## config.mk

```make
export PLATFORM = sky130hd
export DESIGN_NAME = keypad_scan_ctrl
export DESIGN_NICKNAME = d
export VERILOG_FILES = /design/src/rtl/keypad_scan_ctrl.sv
export SDC_FILE = /design/constraint.sdc
export NUM_CORES = 1
export LEC_CHECK = 0
export BUFFER_PORTS_ARGS = -buffer_cell sky130_fd_sc_hd__buf_2
export CORE_UTILIZATION = 58
export DETAILED_ROUTE_END_ITERATION = 8
export GPL_ROUTABILITY_DRIVEN = 0
export PLACE_DENSITY = 0.75
export SETUP_SLACK_MARGIN = 0.05
export SYNTH_ARGS = -nofsm -noshare
export SYNTH_HDL_FRONTEND = slang
export SYNTH_SLANG_ARGS = --single-unit
```

## constraint.sdc

```tcl
create_clock -name clk -period 8.98 [get_ports clk]
set_clock_uncertainty 0.2 [all_clocks]
set_input_delay 0.449 -clock clk [delete_from_list [all_inputs] [get_ports clk]]
set_output_delay 0.449 -clock clk [all_outputs]
set_load 0.05 [all_outputs]
```

## src/rtl/keypad_scan_ctrl.sv

```systemverilog
// keypad_scan_ctrl
//   Scans a ROWS x COLS key matrix and debounces it one whole frame at a time.
//   Each newly pressed key is reported as an encoded key code over a
//   valid/ready handshake.
//
//   A frame visits every column once. Each column stays active for SETTLE
//   cycles, and its rows are sampled in the last cycle of that dwell. When the
//   last column has been sampled, the completed raw matrix is compared with the
//   previous frame. After DEBOUNCE identical frames in a row, the raw matrix is
//   committed as the new stable matrix.
//
// Ports
//   clk        system clock
//   rst        synchronous active-high reset
//   row_in     row lines (1 = key closed on the active column), already synchronised
//   col_out    one-hot column strobe
//   key_code   code of the reported key, col*ROWS + row
//   key_valid  key_code holds an unconsumed press event
//   key_ready  consumer accepts key_code when key_valid && key_ready
//   pressed    any key down in the stable matrix
//   multi      two or more keys down in the stable matrix
//   overrun    one-cycle pulse: a press event was dropped while key_valid was pending
module keypad_scan_ctrl #(
  parameter  int ROWS     = 4,
  parameter  int COLS     = 4,
  parameter  int SETTLE   = 16,
  parameter  int DEBOUNCE = 3,
  localparam int KEY_W    = $clog2(ROWS * COLS)
) (
  input  logic             clk,
  input  logic             rst,
  input  logic [ROWS-1:0]  row_in,
  output logic [COLS-1:0]  col_out,
  output logic [KEY_W-1:0] key_code,
  output logic             key_valid,
  input  logic             key_ready,
  output logic             pressed,
  output logic             multi,
  output logic             overrun
);

  localparam int N  = ROWS * COLS;
  localparam int DW = $clog2(SETTLE);
  localparam int CW = $clog2(COLS);
  localparam int AW = $clog2(DEBOUNCE + 1);

  logic [DW-1:0]    dwell_reg;
  logic [CW-1:0]    col_idx_reg;
  logic [COLS-1:0]  col_reg;
  logic [N-1:0]     raw_reg;
  logic [N-1:0]     prev_reg;
  logic [N-1:0]     stable_reg;
  logic [AW-1:0]    agree_reg;
  logic [KEY_W-1:0] key_code_reg;
  logic             key_valid_reg;
  logic             pressed_reg;
  logic             multi_reg;
  logic             overrun_reg;

  logic             sample;
  logic             frame_end;
  logic [N-1:0]     raw_next;
  logic [AW-1:0]    agree_next;
  logic             commit;
  logic [N-1:0]     rise;
  logic [KEY_W-1:0] event_code;
  logic             key_event;
  logic             multi_next;

  assign sample    = (dwell_reg == DW'(SETTLE - 1));
  assign frame_end = sample && (col_idx_reg == CW'(COLS - 1));

  // raw_next is the raw matrix including this cycle's row sample. The
  // frame-end compare must see the last column, so it uses raw_next rather
  // than raw_reg.
  generate
    for (genvar gi = 0; gi < COLS; gi++) begin : g_raw
      assign raw_next[gi*ROWS +: ROWS] =
        (sample && (col_idx_reg == CW'(gi))) ? row_in : raw_reg[gi*ROWS +: ROWS];
    end
  endgenerate

  always_comb begin
    agree_next = agree_reg;
    if (raw_next != prev_reg) begin
      agree_next = AW'(1);
    end else if (agree_reg != AW'(DEBOUNCE)) begin
      agree_next = agree_reg + AW'(1);
    end
  end

  assign commit    = frame_end && (agree_next == AW'(DEBOUNCE)) && (raw_next != stable_reg);
  assign rise      = raw_next & ~stable_reg;
  assign key_event = commit && (|rise);
  // Clearing the lowest set bit leaves something behind only if two or more
  // bits are set.
  assign multi_next = |(raw_next & (raw_next - N'(1)));

  // The lowest rising index wins. The flat bit index already equals
  // col*ROWS + row, and it always fits in KEY_W bits.
  always_comb begin
    event_code = '0;
    for (int i = N - 1; i >= 0; i--) begin
      if (rise[i]) event_code = KEY_W'(i);
    end
  end

  always_ff @(posedge clk) begin
    if (rst) begin
      dwell_reg     <= '0;
      col_idx_reg   <= '0;
      col_reg       <= COLS'(1);
      raw_reg       <= '0;
      prev_reg      <= '0;
      stable_reg    <= '0;
      agree_reg     <= '0;
      key_code_reg  <= '0;
      key_valid_reg <= 1'b0;
      pressed_reg   <= 1'b0;
      multi_reg     <= 1'b0;
      overrun_reg   <= 1'b0;
    end else begin
      raw_reg     <= raw_next;
      overrun_reg <= 1'b0;

      if (sample) begin
        dwell_reg <= '0;
        col_reg   <= {col_reg[COLS-2:0], col_reg[COLS-1]};
        if (col_idx_reg == CW'(COLS - 1)) col_idx_reg <= '0;
        else                              col_idx_reg <= col_idx_reg + CW'(1);
      end else begin
        dwell_reg <= dwell_reg + DW'(1);
      end

      if (frame_end) begin
        prev_reg  <= raw_next;
        agree_reg <= agree_next;
      end

      if (commit) begin
        stable_reg  <= raw_next;
        pressed_reg <= |raw_next;
        multi_reg   <= multi_next;
      end

      // A new event can take the slot when it is empty or is being drained
      // this cycle. Otherwise the event is dropped and the drop is flagged.
      if (key_event && (!key_valid_reg || key_ready)) begin
        key_code_reg  <= event_code;
        key_valid_reg <= 1'b1;
      end else if (key_event) begin
        overrun_reg <= 1'b1;
      end else if (key_valid_reg && key_ready) begin
        key_valid_reg <= 1'b0;
      end
    end
  end

  assign col_out   = col_reg;
  assign key_code  = key_code_reg;
  assign key_valid = key_valid_reg;
  assign pressed   = pressed_reg;
  assign multi     = multi_reg;
  assign overrun   = overrun_reg;

endmodule

```

==> impl_metrics.env <==
export IMPL_status="finished clean"
export IMPL_cts_root_buf="clkbuf_8"
export IMPL_critical_path_top_delay_family="simple AND/OR/NAND/NOR gates"
export IMPL_drc=0
export IMPL_fin_util=0.646
export IMPL_vdd_drop_max_v=0.000103
export IMPL_path_class="reg2reg"
export IMPL_total_power_uw=601
export IMPL_crit_required_ns=8.99
export IMPL_fp_dieH_um=83.3
export IMPL_rows=29
export IMPL_synthFlopType="dfxtp_1"
export IMPL_final_area_um2=4130
export IMPL_clockBufferDepth=2
export IMPL_coreArea_um2=6390
export IMPL_cts_tree="yes"
export IMPL_clk_pin_slew_ns=0.07
export IMPL_powerDensity_nw_per_um2=145
export IMPL_setup_violations=0
export IMPL_n_fill_cell=564
export IMPL_grt_pass1_wl_mm=14.9
export IMPL_layout_nets=487
export IMPL_crit_path_start_kind="flip-flop"
export IMPL_synth_nets=479
export IMPL_hold_viol=0
export IMPL_cts_repair_resized=0
export IMPL_holdCritStartpoint="key_ready"
export IMPL_wirelength_mm=8.72
export IMPL_fin_hold_ws_ns=0.232
export IMPL_avgSynthCellArea_um2=8.51
export IMPL_fin_crit_ns=4.49
export IMPL_die_x_um=83.3
export IMPL_cts_num_sinks=68
export IMPL_grt_pass1_vias=3030
export IMPL_power_leakage_nw=1.81
export IMPL_cp_end_kind="flip-flop"
export IMPL_min_delay_path_depth=4
export IMPL_drv_cap=0
export IMPL_cts_made_buffers=9
export IMPL_power_internal_uw=470
export IMPL_r2r_start="dwell_reg[0]"
export IMPL_synth_enable_flop_cells=0
export IMPL_synth_cells=451
export IMPL_ys_ff_latch=68
export IMPL_synth_top_area_frac=0.355
export IMPL_cp_num_buf_inv=2
export IMPL_yosysSeqAreaShare=0.355
export IMPL_crit_arrival_ns=4.50
export IMPL_area_growth_pct=7.56
export IMPL_rsz0062_at_grt="no"
export IMPL_globalRouteOverflowTotal=0
export IMPL_grt_max_degree=71
export IMPL_worstHoldPathType="in2reg"
export IMPL_path_cells="ha_1, nand4_1, mux2i_1, inv_1, ha_1, nand4_1, o41ai_1, nor4_4, buf_4, mux2i_1, nor2_1"
export IMPL_worst_pin_slew_ns=0.772
export IMPL_p_clk_frac=0.465
export IMPL_crit_path_max_incr_delay_ns=0.74
export IMPL_first_iter_violations=239
export IMPL_fin_crit_sh=0.500
export IMPL_relSlewSlack=0.481
export IMPL_r2r_setup_slack_ns=4.49
export IMPL_ys_warnings_count=0
export IMPL_p_switching_uw=131
export IMPL_worstPathMaxFanout=13
export IMPL_reg2reg_to="stable_reg[8]"
export IMPL_insertedDiodeCount=0
export IMPL_clk_latency_ns=0.35
export IMPL_reg2reg_depth=11
export IMPL_synthArstFlopShare=0
export IMPL_ios=19
export IMPL_dr_pass1_iters=4
export IMPL_synth_top_area_cell="dfxtp_1"
export IMPL_start_util=0.601
export IMPL_cts_hold_buf=0
export IMPL_ys_top_cells_by_area="dfxtp_1, mux2i_1, ha_1"
export IMPL_dpl_instance_area_um2=3910
export IMPL_wl_per_cell_um=16.1
export IMPL_cp_slowest_cell="nor4_4"
export IMPL_syn_cell_area_um2=3840
export IMPL_min_to="overrun"
export IMPL_track_usage=0.269
export IMPL_drive_gt1_frac=0.108
export IMPL_swShare=0.218
export IMPL_via_count=3171
export IMPL_post_cts_buffers=0
export IMPL_tns_ns=0
export IMPL_max_freq_mhz=223
export IMPL_cts_max_level=3
export IMPL_dp_hpwl_mm=6.25
export IMPL_p_seq_frac=0.507
export IMPL_viasPerCell=5.86
export IMPL_portBuffers=18
export IMPL_synthDistinctLibCells=54
export IMPL_die_area_um2=6950
export IMPL_antenna_found_initial=0
export IMPL_ant_nets=0
export IMPL_combPwrFrac=0.028
export IMPL_drv_slew=0
[placed cells by master, fill, tap and decap left out, types with 5 or more instances in the layout]
cell and count:
nand3_1 6, inv_1 44, a211oi_1 17, nor2_1 59, ha_1 21, nor2b_1 15, clkbuf_8 10, xnor2_1 6
xor2_1 5, nor3_1 13, mux2i_1 34, buf_2 18, nand4_1 10, a21oi_1 24, o21ai_0 13, dfxtp_1 68
nand2_1 29, nand2b_1 5
[power groups by stage]
stage | combinational, mW | sequential (mW) | clock, mW
6_report | 0.0168 | 0.304 | 0.279
5_1_grt | 0.0182 | 0.305 | 0.298
4_1_cts | 0.0166 | 0.304 | 0.284
3_5_place_dp | 0.0166 | 0.311 | 0
3_3_place_gp | 0.0163 | 0.311 | 0
2_1_floorplan | 0.0142 | 0.310 | 0
[routing by layer]
| metal | track usage | vias to the layer above | wire length, um |
|---|---|---|---|
| li1 | - | 1594 | - |
| met1 | 0.376 | 1482 | 4230 |
| met2 | 0.408 | 79 | 3870 |
| met3 | 0.0467 | 16 | 423 |
| met4 | 0.116 | 0 | 192 |
| met5 | 0 | - | 0 |
[stage by stage]
step | instances | worst slack (ns)
after floorplan | 451 | 5.75
after global placement | 525 | 4.75
after detailed placement | 525 | 4.61
after CTS | 541 | 4.55
after global routing | 541 | 4.09
final | 541 | 4.49
[how the worst max path moves through the flow]
stage	startpoint	end	slack, ns	depth (start not counted)
after floorplan	dwell_reg[0]	key_code[0]	5.75	13
after global placement	dwell_reg[0]	stable_reg[7]	4.75	11
after detailed placement	dwell_reg[0]	stable_reg[2]	4.61	11
final	dwell_reg[0]	stable_reg[8]	4.49	11
after global routing	dwell_reg[0]	stable_reg[2]	4.09	11
after CTS	dwell_reg[0]	stable_reg[2]	4.55	11
[tightest hold or removal path: stages]
cell	delay (ns)
buf_2	0.08
inv_1	0.04
nand2_1	0.11
nor3_1	0.06
[cells in the mapped netlist, types with 4 or more instances]
library cell / count
inv_1: 44
a21oi_1: 24
nor2b_1: 15
o31ai_1: 4
mux2i_1: 34
xnor2_1: 6
nand2_1: 29
ha_1: 21
buf_2: 6
nand2b_1: 5
buf_6: 5
xor2_1: 5
clkbuf_1: 11
nand3_1: 6
nand4_1: 10
dfxtp_1: 68
nor3_1: 13
o21ai_0: 13
nor4_1: 4
a211oi_1: 17
nor2_1: 59
[kinds of logic (layout without fill, tap and decap cells)]
logic type	after synthesis	in the layout	synth area share
buffers and inverters	68	81	0.0783
flip-flops	68	68	0.355
multiplexers	37	37	0.100
XOR/XNOR	11	11	0.0251
AND/OR/NAND/NOR	161	161	0.221
AO/OA/AOI/OAI	84	84	0.150
adder cells (fa/ha/maj)	22	22	0.0711
[final cells by class]
type                       instances  area (um^2)  share of cell area
clock buffer                      11          141              0.0343
clock inverter                     5         75.1              0.0182
inverter                          44          165              0.0400
multi-input combinational        315         2180               0.527
sequential                        68         1360               0.330
tap                               77         96.3              0.0233
timing repair buffer              21          113              0.0273
(Power assumes the default switching activity.)
